### src/rtl/hazard_pkg.sv
// hazard_pkg: shared types and helpers for the five-stage pipeline hazard controller.
package hazard_pkg;

    localparam int unsigned REG_W = 5;
    localparam int unsigned CNT_W = 32;

    localparam logic [REG_W-1:0] REG_X0  = '0;
    localparam logic [CNT_W-1:0] CNT_MAX = '1;

    // ALU operand source selects driven to the execute stage.
    typedef enum logic [1:0] {
        FWD_RF = 2'b00,
        FWD_W  = 2'b01,
        FWD_M  = 2'b10
    } fwd_sel_e;

    typedef enum logic [1:0] {
        RUN      = 2'b00,
        LU_STALL = 2'b01,
        MEM_WAIT = 2'b10
    } hz_state_e;

    // Control bits shadowed for one in-flight instruction.
    typedef struct packed {
        logic             valid;
        logic [REG_W-1:0] rd;
        logic             reg_write;
        logic             is_load;
        logic             mem_access;
    } sb_entry_t;

    localparam sb_entry_t SB_BUBBLE = '0;

    // True when the entry will write register r; x0 is never a real destination.
    function automatic logic writes_reg(input sb_entry_t e, input logic [REG_W-1:0] r);
        return e.valid && e.reg_write && (e.rd == r) && (r != REG_X0);
    endfunction

    // The younger producer (M) shadows an older one (W) writing the same register.
    function automatic fwd_sel_e fwd_select(input sb_entry_t m, input sb_entry_t w,
                                            input logic [REG_W-1:0] rs);
        if (writes_reg(m, rs)) return FWD_M;
        if (writes_reg(w, rs)) return FWD_W;
        return FWD_RF;
    endfunction

    // Saturating increment for the performance counters.
    function automatic logic [CNT_W-1:0] sat_inc(input logic [CNT_W-1:0] v, input logic en);
        return (en && (v != CNT_MAX)) ? v + 1'b1 : v;
    endfunction

endpackage

### src/rtl/hazard_ctrl_if.sv
// hazard_ctrl_if: pipeline-side bundle of the hazard controller. The pipeline
// (master) supplies decode/execute/memory status and receives the enables.
interface hazard_ctrl_if;
    import hazard_pkg::*;

    logic [REG_W-1:0] rs1_d;
    logic [REG_W-1:0] rs2_d;
    logic [REG_W-1:0] rd_d;
    logic             reg_write_d;
    logic             result_src_d;
    logic             mem_access_d;
    logic             pc_src_e;
    logic             mem_ready;

    logic             stall_f;
    logic             stall_d;
    logic             flush_d;
    logic             flush_e;
    logic             freeze;
    logic [1:0]       fwd_a_sel;
    logic [1:0]       fwd_b_sel;
    logic [CNT_W-1:0] perf_stall_cnt;
    logic [CNT_W-1:0] perf_flush_cnt;
    logic [CNT_W-1:0] perf_wait_cnt;

    modport master (
        output rs1_d, rs2_d, rd_d, reg_write_d, result_src_d, mem_access_d,
               pc_src_e, mem_ready,
        input  stall_f, stall_d, flush_d, flush_e, freeze, fwd_a_sel, fwd_b_sel,
               perf_stall_cnt, perf_flush_cnt, perf_wait_cnt
    );

    modport slave (
        input  rs1_d, rs2_d, rd_d, reg_write_d, result_src_d, mem_access_d,
               pc_src_e, mem_ready,
        output stall_f, stall_d, flush_d, flush_e, freeze, fwd_a_sel, fwd_b_sel,
               perf_stall_cnt, perf_flush_cnt, perf_wait_cnt
    );

endinterface

### src/rtl/hazard_scoreboard.sv
// hazard_scoreboard: E/M/W shadow of the instructions in flight, with a global
// hold (memory freeze) and bubble insertion into E.
module hazard_scoreboard
    import hazard_pkg::*;
(
    input  logic             clk,
    input  logic             rst_n,
    input  logic             hold_i,
    input  logic             bubble_i,
    input  sb_entry_t        d_entry_i,
    input  logic [REG_W-1:0] rs1_d_i,
    input  logic [REG_W-1:0] rs2_d_i,
    output sb_entry_t        e_o,
    output sb_entry_t        m_o,
    output sb_entry_t        w_o,
    output logic [REG_W-1:0] rs1_e_o,
    output logic [REG_W-1:0] rs2_e_o
);

    sb_entry_t        e_q, e_d, m_q, m_d, w_q, w_d;
    logic [REG_W-1:0] rs1_e_q, rs1_e_d, rs2_e_q, rs2_e_d;

    // Advance one stage unless held; E takes the D instruction or a bubble.
    always_comb begin
        // NOTE: every output gets a default first, so no path leaves one unassigned and no latch is inferred.
        e_d     = e_q;
        m_d     = m_q;
        w_d     = w_q;
        rs1_e_d = rs1_e_q;
        rs2_e_d = rs2_e_q;
        if (!hold_i) begin
            w_d = m_q;
            m_d = e_q;
            if (bubble_i) begin
                // A bubble has no source operands, so it never requests forwarding.
                e_d     = SB_BUBBLE;
                rs1_e_d = REG_X0;
                rs2_e_d = REG_X0;
            end else begin
                e_d     = d_entry_i;
                rs1_e_d = rs1_d_i;
                rs2_e_d = rs2_d_i;
            end
        end
    end

    // Scoreboard registers; reset empties the pipeline view even mid-access.
    always_ff @(posedge clk or negedge rst_n) begin
        if (!rst_n) begin
            e_q     <= SB_BUBBLE;
            m_q     <= SB_BUBBLE;
            w_q     <= SB_BUBBLE;
            rs1_e_q <= REG_X0;
            rs2_e_q <= REG_X0;
        end else begin
            // NOTE: non-blocking assignments so every register samples the pre-edge values.
            e_q     <= e_d;
            m_q     <= m_d;
            w_q     <= w_d;
            rs1_e_q <= rs1_e_d;
            rs2_e_q <= rs2_e_d;
        end
    end

    assign e_o     = e_q;
    assign m_o     = m_q;
    assign w_o     = w_q;
    assign rs1_e_o = rs1_e_q;
    assign rs2_e_o = rs2_e_q;

endmodule

### src/rtl/hazard_ctrl.sv
// hazard_ctrl: stall/flush/freeze and forwarding control for the F-D-E-M-W core.
// Optional build macro HAZARD_CTRL_PERF_EN adds saturating performance counters;
// without it the counter ports read zero and no counter flops exist.
module hazard_ctrl
    import hazard_pkg::*;
(
    input  logic         clk,
    input  logic         rst_n,
    hazard_ctrl_if.slave hz
);

    sb_entry_t        d_entry, sb_e, sb_m, sb_w;
    logic [REG_W-1:0] rs1_e, rs2_e;
    hz_state_e        state_q, state_d;
    logic             mem_wait, redirect, load_use, lu_act;
    logic             flush_e;

    assign d_entry = '{valid:      1'b1,
                       rd:         hz.rd_d,
                       reg_write:  hz.reg_write_d,
                       is_load:    hz.result_src_d,
                       mem_access: hz.mem_access_d};

    hazard_scoreboard u_sb (
        .clk       (clk),
        .rst_n     (rst_n),
        .hold_i    (mem_wait),
        .bubble_i  (flush_e),
        .d_entry_i (d_entry),
        .rs1_d_i   (hz.rs1_d),
        .rs2_d_i   (hz.rs2_d),
        .e_o       (sb_e),
        .m_o       (sb_m),
        .w_o       (sb_w),
        .rs1_e_o   (rs1_e),
        .rs2_e_o   (rs2_e)
    );

    // Hazard classification with priority: memory freeze > redirect > load-use.
    always_comb begin
        mem_wait = sb_m.valid && sb_m.mem_access && !hz.mem_ready;
        // pc_src_e is gated by reset so every output stays low while rst_n is asserted.
        redirect = rst_n && hz.pc_src_e && !mem_wait;
        load_use = sb_e.is_load &&
                   (writes_reg(sb_e, hz.rs1_d) || writes_reg(sb_e, hz.rs2_d));
        lu_act   = load_use && !mem_wait && !redirect;
    end

    assign flush_e      = redirect || lu_act;
    assign hz.freeze    = mem_wait;
    assign hz.stall_f   = mem_wait || lu_act;
    assign hz.stall_d   = mem_wait || lu_act;
    assign hz.flush_d   = redirect;
    assign hz.flush_e   = flush_e;
    assign hz.fwd_a_sel = fwd_select(sb_m, sb_w, rs1_e);
    assign hz.fwd_b_sel = fwd_select(sb_m, sb_w, rs2_e);

    // Control state: tracks whether the pipeline is running, taking a load-use bubble or waiting on memory.
    always_comb begin
        state_d = state_q;
        unique case (state_q)
            RUN: begin
                if (mem_wait)    state_d = MEM_WAIT;
                else if (lu_act) state_d = LU_STALL;
            end
            LU_STALL: state_d = mem_wait ? MEM_WAIT : RUN;
            MEM_WAIT: if (!mem_wait) state_d = RUN;
            default:  state_d = RUN;
        endcase
    end

    // Control state register.
    always_ff @(posedge clk or negedge rst_n) begin
        if (!rst_n) state_q <= RUN;
        else        state_q <= state_d;
    end

`ifdef HAZARD_CTRL_PERF_EN
    logic [CNT_W-1:0] stall_cnt_q, flush_cnt_q, wait_cnt_q;

    // Event counters: load-use bubbles, redirects and frozen cycles, saturating at all-ones.
    always_ff @(posedge clk or negedge rst_n) begin
        if (!rst_n) begin
            stall_cnt_q <= '0;
            flush_cnt_q <= '0;
            wait_cnt_q  <= '0;
        end else begin
            stall_cnt_q <= sat_inc(stall_cnt_q, lu_act);
            flush_cnt_q <= sat_inc(flush_cnt_q, redirect);
            wait_cnt_q  <= sat_inc(wait_cnt_q, mem_wait);
        end
    end

    assign hz.perf_stall_cnt = stall_cnt_q;
    assign hz.perf_flush_cnt = flush_cnt_q;
    assign hz.perf_wait_cnt  = wait_cnt_q;
`else
    assign hz.perf_stall_cnt = '0;
    assign hz.perf_flush_cnt = '0;
    assign hz.perf_wait_cnt  = '0;
`endif

    // Shadowed fields that no control decision consults.
    logic unused_sb;
    assign unused_sb = &{1'b0, sb_e.mem_access, sb_m.is_load, sb_w.is_load, sb_w.mem_access};

endmodule

### src/flat_wrapper.sv
// flat-port wrapper written by rule: the top's interface ports become plain ports
module hazard_ctrl_flat import hazard_pkg::*;
  (clk, rst_n, hz_rs1_d, hz_rs2_d, hz_rd_d, hz_reg_write_d, hz_result_src_d, hz_mem_access_d, hz_pc_src_e, hz_mem_ready, hz_stall_f, hz_stall_d, hz_flush_d, hz_flush_e, hz_freeze, hz_fwd_a_sel, hz_fwd_b_sel, hz_perf_stall_cnt, hz_perf_flush_cnt, hz_perf_wait_cnt);
  hazard_ctrl_if hz_i ();
  input  logic clk;
  input  logic rst_n;
  input wire logic [$bits(hz_i.rs1_d)-1:0] hz_rs1_d;
  input wire logic [$bits(hz_i.rs2_d)-1:0] hz_rs2_d;
  input wire logic [$bits(hz_i.rd_d)-1:0] hz_rd_d;
  input wire logic [$bits(hz_i.reg_write_d)-1:0] hz_reg_write_d;
  input wire logic [$bits(hz_i.result_src_d)-1:0] hz_result_src_d;
  input wire logic [$bits(hz_i.mem_access_d)-1:0] hz_mem_access_d;
  input wire logic [$bits(hz_i.pc_src_e)-1:0] hz_pc_src_e;
  input wire logic [$bits(hz_i.mem_ready)-1:0] hz_mem_ready;
  output wire logic [$bits(hz_i.stall_f)-1:0] hz_stall_f;
  output wire logic [$bits(hz_i.stall_d)-1:0] hz_stall_d;
  output wire logic [$bits(hz_i.flush_d)-1:0] hz_flush_d;
  output wire logic [$bits(hz_i.flush_e)-1:0] hz_flush_e;
  output wire logic [$bits(hz_i.freeze)-1:0] hz_freeze;
  output wire logic [$bits(hz_i.fwd_a_sel)-1:0] hz_fwd_a_sel;
  output wire logic [$bits(hz_i.fwd_b_sel)-1:0] hz_fwd_b_sel;
  output wire logic [$bits(hz_i.perf_stall_cnt)-1:0] hz_perf_stall_cnt;
  output wire logic [$bits(hz_i.perf_flush_cnt)-1:0] hz_perf_flush_cnt;
  output wire logic [$bits(hz_i.perf_wait_cnt)-1:0] hz_perf_wait_cnt;
  assign hz_i.rs1_d = hz_rs1_d;
  assign hz_i.rs2_d = hz_rs2_d;
  assign hz_i.rd_d = hz_rd_d;
  assign hz_i.reg_write_d = hz_reg_write_d;
  assign hz_i.result_src_d = hz_result_src_d;
  assign hz_i.mem_access_d = hz_mem_access_d;
  assign hz_i.pc_src_e = hz_pc_src_e;
  assign hz_i.mem_ready = hz_mem_ready;
  assign hz_stall_f = hz_i.stall_f;
  assign hz_stall_d = hz_i.stall_d;
  assign hz_flush_d = hz_i.flush_d;
  assign hz_flush_e = hz_i.flush_e;
  assign hz_freeze = hz_i.freeze;
  assign hz_fwd_a_sel = hz_i.fwd_a_sel;
  assign hz_fwd_b_sel = hz_i.fwd_b_sel;
  assign hz_perf_stall_cnt = hz_i.perf_stall_cnt;
  assign hz_perf_flush_cnt = hz_i.perf_flush_cnt;
  assign hz_perf_wait_cnt = hz_i.perf_wait_cnt;
  hazard_ctrl u_core (.clk(clk), .rst_n(rst_n), .hz(hz_i));
endmodule
### config.mk
export PLATFORM = sky130hd
export DESIGN_NAME = hazard_ctrl_flat
export DESIGN_NICKNAME = d
export VERILOG_FILES = /design/src/rtl/hazard_pkg.sv /design/src/rtl/hazard_ctrl_if.sv /design/src/rtl/hazard_scoreboard.sv /design/src/rtl/hazard_ctrl.sv /design/src/flat_wrapper.sv
export SDC_FILE = /design/constraint.sdc
export NUM_CORES = 1
export LEC_CHECK = 0
export ABC_AREA = 0
export CAP_MARGIN = 40
export CELL_PAD_IN_SITES_DETAIL_PLACEMENT = 0
export CELL_PAD_IN_SITES_GLOBAL_PLACEMENT = 1
export CORE_UTILIZATION = 26
export CTS_BUF_LIST = sky130_fd_sc_hd__clkbuf_16
export DETAILED_ROUTE_END_ITERATION = 16
export GPL_ROUTABILITY_DRIVEN = 0
export GPL_TIMING_DRIVEN = 0
export PLACE_DENSITY_LB_ADDON = 0.1
export REMOVE_ABC_BUFFERS = 1
export SLEW_MARGIN = 5
export SYNTH_ARGS = -nofsm -noshare
export SYNTH_HDL_FRONTEND = slang
export SYNTH_SLANG_ARGS = --single-unit
### constraint.sdc
create_clock -name clk -period 2.6 [get_ports clk]
set_input_delay 0.78 -clock clk [delete_from_list [all_inputs] [get_ports clk]]
set_output_delay 0.78 -clock clk [all_outputs]
set_load 0.01 [all_outputs]
# Word-level counts from Yosys, hierarchy flattened
# Index checks and enable logic that the tools add are counted.
# word_totals
register_bits	34
output_inout_bits	105
elab_cells	69
# classes
n_eq_ne	6
muxes	17
n_reduce_logical	32
# ops
operator	n
== test 5 bit	6
logical AND 1 bit	22
nonzero test 5 bit	4
2-to-1 mux 2 bit	8
2-to-1 mux 5 bit	2
2-to-1 mux 9 bit	1
2-to-1 mux 1 bit	6
zero test 1 bit	3
logical OR 1 bit	3

# Depth between registers and ports, before layout
# depth
word_depth	9
depth_mapped	6

# By module
# Synthesis repeated with hierarchy kept, for this count alone.
# unflattened
cells_unflattened	281
hier_area_um2	2688.8
# by_module_without_submodules
module	n_inst	cells_per_inst	area_per_inst_um2
hazard_scoreboard	1	118	1468.9
hazard_ctrl	1	163	1219.9

# Worst setup path before layout
# No wires, ideal clock.
# synth_timing
kind	input to output
start	in hz_rs1_d[0]
end	out hz_stall_f
t_arrival_ps	1933
t_required_ps	1820
path_slack_ps	-113
stages	6
path_cell_list	or4_1 -> a21oi_1 -> nor4_1 -> nor2_1 -> o21ai_0 -> buf_4
# synth_between
elab_chain_cells	8
elab_cells_between_ends	9
cone_classes	eq/ne (1); reduce/logical (8)
# synth_rtl
item	line	text
start: declaration	flat_wrapper.sv:7	input wire logic [$bits(hz_i.rs1_d)-1:0] hz_rs1_d;
== test 5 bit	hazard_pkg.sv:36	return e.valid && e.reg_write && (e.rd == r) && (r != REG_X0);
logical AND 1 bit	hazard_pkg.sv:36	
logical AND 1 bit (*)	hazard_pkg.sv:36	
logical OR 1 bit (*)	hazard_ctrl.sv:45	(writes_reg(sb_e, hz.rs1_d) || writes_reg(sb_e, hz.rs2_d));
logical AND 1 bit (*)	hazard_ctrl.sv:44	load_use = sb_e.is_load &&
logical AND 1 bit (*) (2 in a row)	hazard_ctrl.sv:46	lu_act = load_use && !mem_wait && !redirect;
logical OR 1 bit (*)	-	
end: declaration	flat_wrapper.sv:15	output wire logic [$bits(hz_i.stall_f)-1:0] hz_stall_f;
# Every way passes the cells marked *; elsewhere a longest branch is shown, timed or not.

# Worst setup path after layout
# layout_timing
start	in hz_rs1_d[3]
end	out hz_flush_e
# layout_between
elab_chain_cells	8
elab_cells_between_ends	9
cone_classes	eq/ne (1); reduce/logical (8)
# layout_rtl
item	line	text
== test 5 bit	hazard_pkg.sv:36	
logical AND 1 bit	hazard_pkg.sv:36	
logical AND 1 bit (*)	hazard_pkg.sv:36	
logical OR 1 bit (*)	hazard_ctrl.sv:45	
logical AND 1 bit (*)	hazard_ctrl.sv:44	
logical AND 1 bit (*) (2 in a row)	hazard_ctrl.sv:46	
logical OR 1 bit (*)	hazard_ctrl.sv:49	assign flush_e = redirect || lu_act;
end: declaration	flat_wrapper.sv:18	output wire logic [$bits(hz_i.flush_e)-1:0] hz_flush_e;
# Marked as above.

==> results_dict.tcl <==
set metrics [dict create \
    fmax_mhz 331 \
    antenna_found_initial 0 \
    track_usage 0.120 \
    crit_fanout 2 \
    via_per_inst 3.72 \
    dr.pass1.iters 4 \
    criticalPathCategory "input port to output pin" \
    first_iter_violations 85 \
    avgSynthCellArea_um2 8.95 \
    final_util 0.333 \
    portBuffers 30 \
    initial_utilization 0.271 \
    syn2layout_area_growth_pct 22.9 \
    crit_required_ns 1.82 \
    antenna_cells 0 \
    p_leak_nw 1.48 \
    layout.area.seq_um2 853 \
    grt_pass1_wl_um 8960 \
    htreeDepth 2 \
    arrival_ns 2.24 \
    insertion_delay_ns 0.28 \
    hold_path.class "input port to async pin" \
    layout_setup_ws_ns -0.421 \
    slew_violations 0 \
    violations "negative setup slack" \
    yosysSeqAreaShare 0.338 \
    num_rows 35 \
    path_clk_slew_ns 0.05 \
    die_h_um 100 \
    p_per_area_mw_per_mm2 624 \
    nets 357 \
    drc 0 \
    synth_top_area_share 0.338 \
    routedWlPerCell_um 12.5 \
    hold_violations 0 \
    cts_tree "built" \
    dieArea_mm2 0.0101 \
    numCtsBuffers 5 \
    syn-instance-count 281 \
    rsz0062_at_grt "yes" \
    path_cells "buf_8, or4_4, a21oi_4, nor4_4, buf_4, nor3_4, buf_12, nor2_2, buf_2" \
    cp_slowest_cell "or4_4" \
    setup_viol 4 \
    critPathLaunchType "input port" \
    hpwl_um 3780 \
    core_area_mm2 0.00928 \
    ys_warn_count 0 \
    postRouteWirelength_um 5800 \
    cts_buffer_depth 2 \
    syn_area_mm2 0.00251 \
    status "finished with violations" \
    power_mw 1.93 \
    finalCritPeriodShare 1.16 \
    irDropWorstVdd_uv 246 \
    grt_overflow 0 \
    synth_seq_cells 34 \
    ys_types 27 \
    vias 1731 \
    cts_root_buffer "clkbuf_16" \
    yosys.area.top_type "dfrtp_1" \
    fillCellCount 990 \
    fin_crit_ns 3.02 \
    endpoint_kind "output pin" \
    fp.dieW_um 100 \
    grt_max_degree 30 \
    cts_sinks 34 \
    cp_slowest_stage_delay_ns 0.54 \
    postRouteAntennaNets 0 \
    pin_count 127 \
    multi_input_area_mm2 0.00135 \
    yosys-top-cells-area "dfrtp_1, buf_4, xnor2_1, a31o_1, nand2_1" \
    cap_violations 0 \
    grt_pass1_vias 1605 \
    clock_skew_ns 0.00427 \
    layout-drive-gt1-share 0.196 \
]
cells in the mapped netlist:
master,instances
buf_4,99
nand2_1,37
dfrtp_1,34
xnor2_1,27
and2_1,20
a31o_1,18
nand3_1,6
nor2_1,6
clkbuf_1,5
nand4_1,5
nor4_1,3
or4_1,3
inv_1,2
nand2b_1,2
nor3_1,2
a211oi_1,1
a21oi_1,1
and2_0,1
buf_2,1
conb_1,1
mux2_2,1
nand3b_1,1
nor3_2,1
o21ai_0,1
o31a_1,1
o41ai_1,1
xor2_1,1
metal layers:
layer  wire length, um  vias up  track usage
li1                  -      832            -
met5                 0        -            0
met1              2860      798        0.169
met2              2530       94        0.185
met3               340        7       0.0251
met4                69        0       0.0334
cells in the final DEF, fill, tap and decap left out, drive strengths merged:
cell type / synthesis / routed
o31a: 1 / 1
conb: 1 / 96
inv: 2 / 3
nor4: 3 / 3
o21ai: 1 / 1
a31o: 18 / 18
nand2b: 2 / 2
a21oi: 1 / 1
and2: 21 / 21
mux2: 1 / 1
nor3: 3 / 3
nand2: 37 / 37
nor2: 6 / 6
a211oi: 1 / 1
or4: 3 / 3
bufbuf: 0 / 2
clkdlybuf4s15: 0 / 1
o41ai: 1 / 1
clkbuf: 5 / 5
nand3b: 1 / 1
xnor2: 27 / 27
buf: 100 / 36
nand3: 6 / 6
dlygate4sd2: 0 / 8
xor2: 1 / 1
dfrtp: 34 / 34
clkdlybuf4s50: 0 / 10
nand4: 5 / 5
clkinv: 0 / 2
layout make-up:
type,instances,share of cell area
tap,129,0.0522
timing repair buffer,57,0.185
inverter,2,0.00486
multi-input combinational,235,0.438
sequential,34,0.276
clock inverter,3,0.00405
clock buffer,5,0.0405
kinds of logic (layout without fill, tap and decap cells):
| group | after synthesis | in the layout | synth area share |
|---|---|---|---|
| buffers and inverters | 107 | 67 | 0.308 |
| and+or+nand+nor | 87 | 87 | 0.173 |
| DFF | 34 | 34 | 0.338 |
| xor gates and xnor gates | 28 | 28 | 0.0976 |
| AOI/OAI and AO/OA | 23 | 23 | 0.0767 |
| other | 1 | 96 | 0.00149 |
| muxes | 1 | 1 | 0.00448 |
state kept, by name, summed over array words and instances (netlist names):
| name | flops |
|---|---|
| u_core.u_sb.rs1_e_o | 5 |
| u_core.u_sb.e_o | 9 |
| u_core.u_sb.w_o | 7 |
| u_core.u_sb.m_o | 8 |
| u_core.u_sb.rs2_e_o | 5 |
report_power, final:
part | switching (mW) | total, mW | internal (mW)
logic | 0.295 | 0.608 | 0.313
registers | 0.133 | 0.758 | 0.625
clock network | 0.217 | 0.563 | 0.346
worst max-delay path, delay by kind of cell:
| family | cells | cell delay (ns) |
|---|---|---|
| AOI/OAI and AO/OA | 1 | 0.19 |
| and+or+nand+nor | 4 | 0.78 |
| buffers and inverters | 4 | 0.48 |
worst paths after layout:
| kind | to | cells after the start | start | slack (ns) |
|---|---|---|---|---|
| worst min-delay path | u_core.u_sb.e_o[5]$_DFFE_PN0N_ | 1 | rst_n | 0.35 |
| worst max register to register | u_core.u_sb.e_o[4]$_DFFE_PN0N_ | 8 | u_core.u_sb.e_o[4]$_DFFE_PN0N_ | 0.60 |
| worst min register to register | u_core.u_sb.m_o[0]$_DFFE_PN0N_ | 1 | u_core.u_sb.e_o[0]$_DFFE_PN0N_ | 0.46 |
| max in group asynchronous | u_core.u_sb.rs1_e_o[2]$_DFFE_PN0N_ | 2 | rst_n | 1.83 |
| worst max-delay path | hz_flush_e | 9 | hz_rs1_d[3] | -0.42 |
| min in group clk | u_core.u_sb.m_o[0]$_DFFE_PN0N_ | 1 | u_core.u_sb.e_o[0]$_DFFE_PN0N_ | 0.46 |
timing repair:
action	CTS	global route
resized for setup	80	9
setup buffers	21	1
pin swaps	10	1
endpoints found under the setup margin	24	7
hold buffers	0	0
cloned	2	0
per-stage QoR:
step	cells	setup slack [ns]	area [um2]	setup TNS (ns)	hold slack, ns
floorplan	271	-0.546	2100	-1.32	0.425
global placement	430	-2.84	2560	-70.06	0.439
detailed placement	434	-1.33	2640	-14.71	0.437
CTS	464	-0.430	3040	-1.14	0.353
global route	465	-0.484	3090	-1.37	0.352
finish	465	-0.421	3090	-1.11	0.345
No activity file was read; power rests on OpenSTA's default activity.
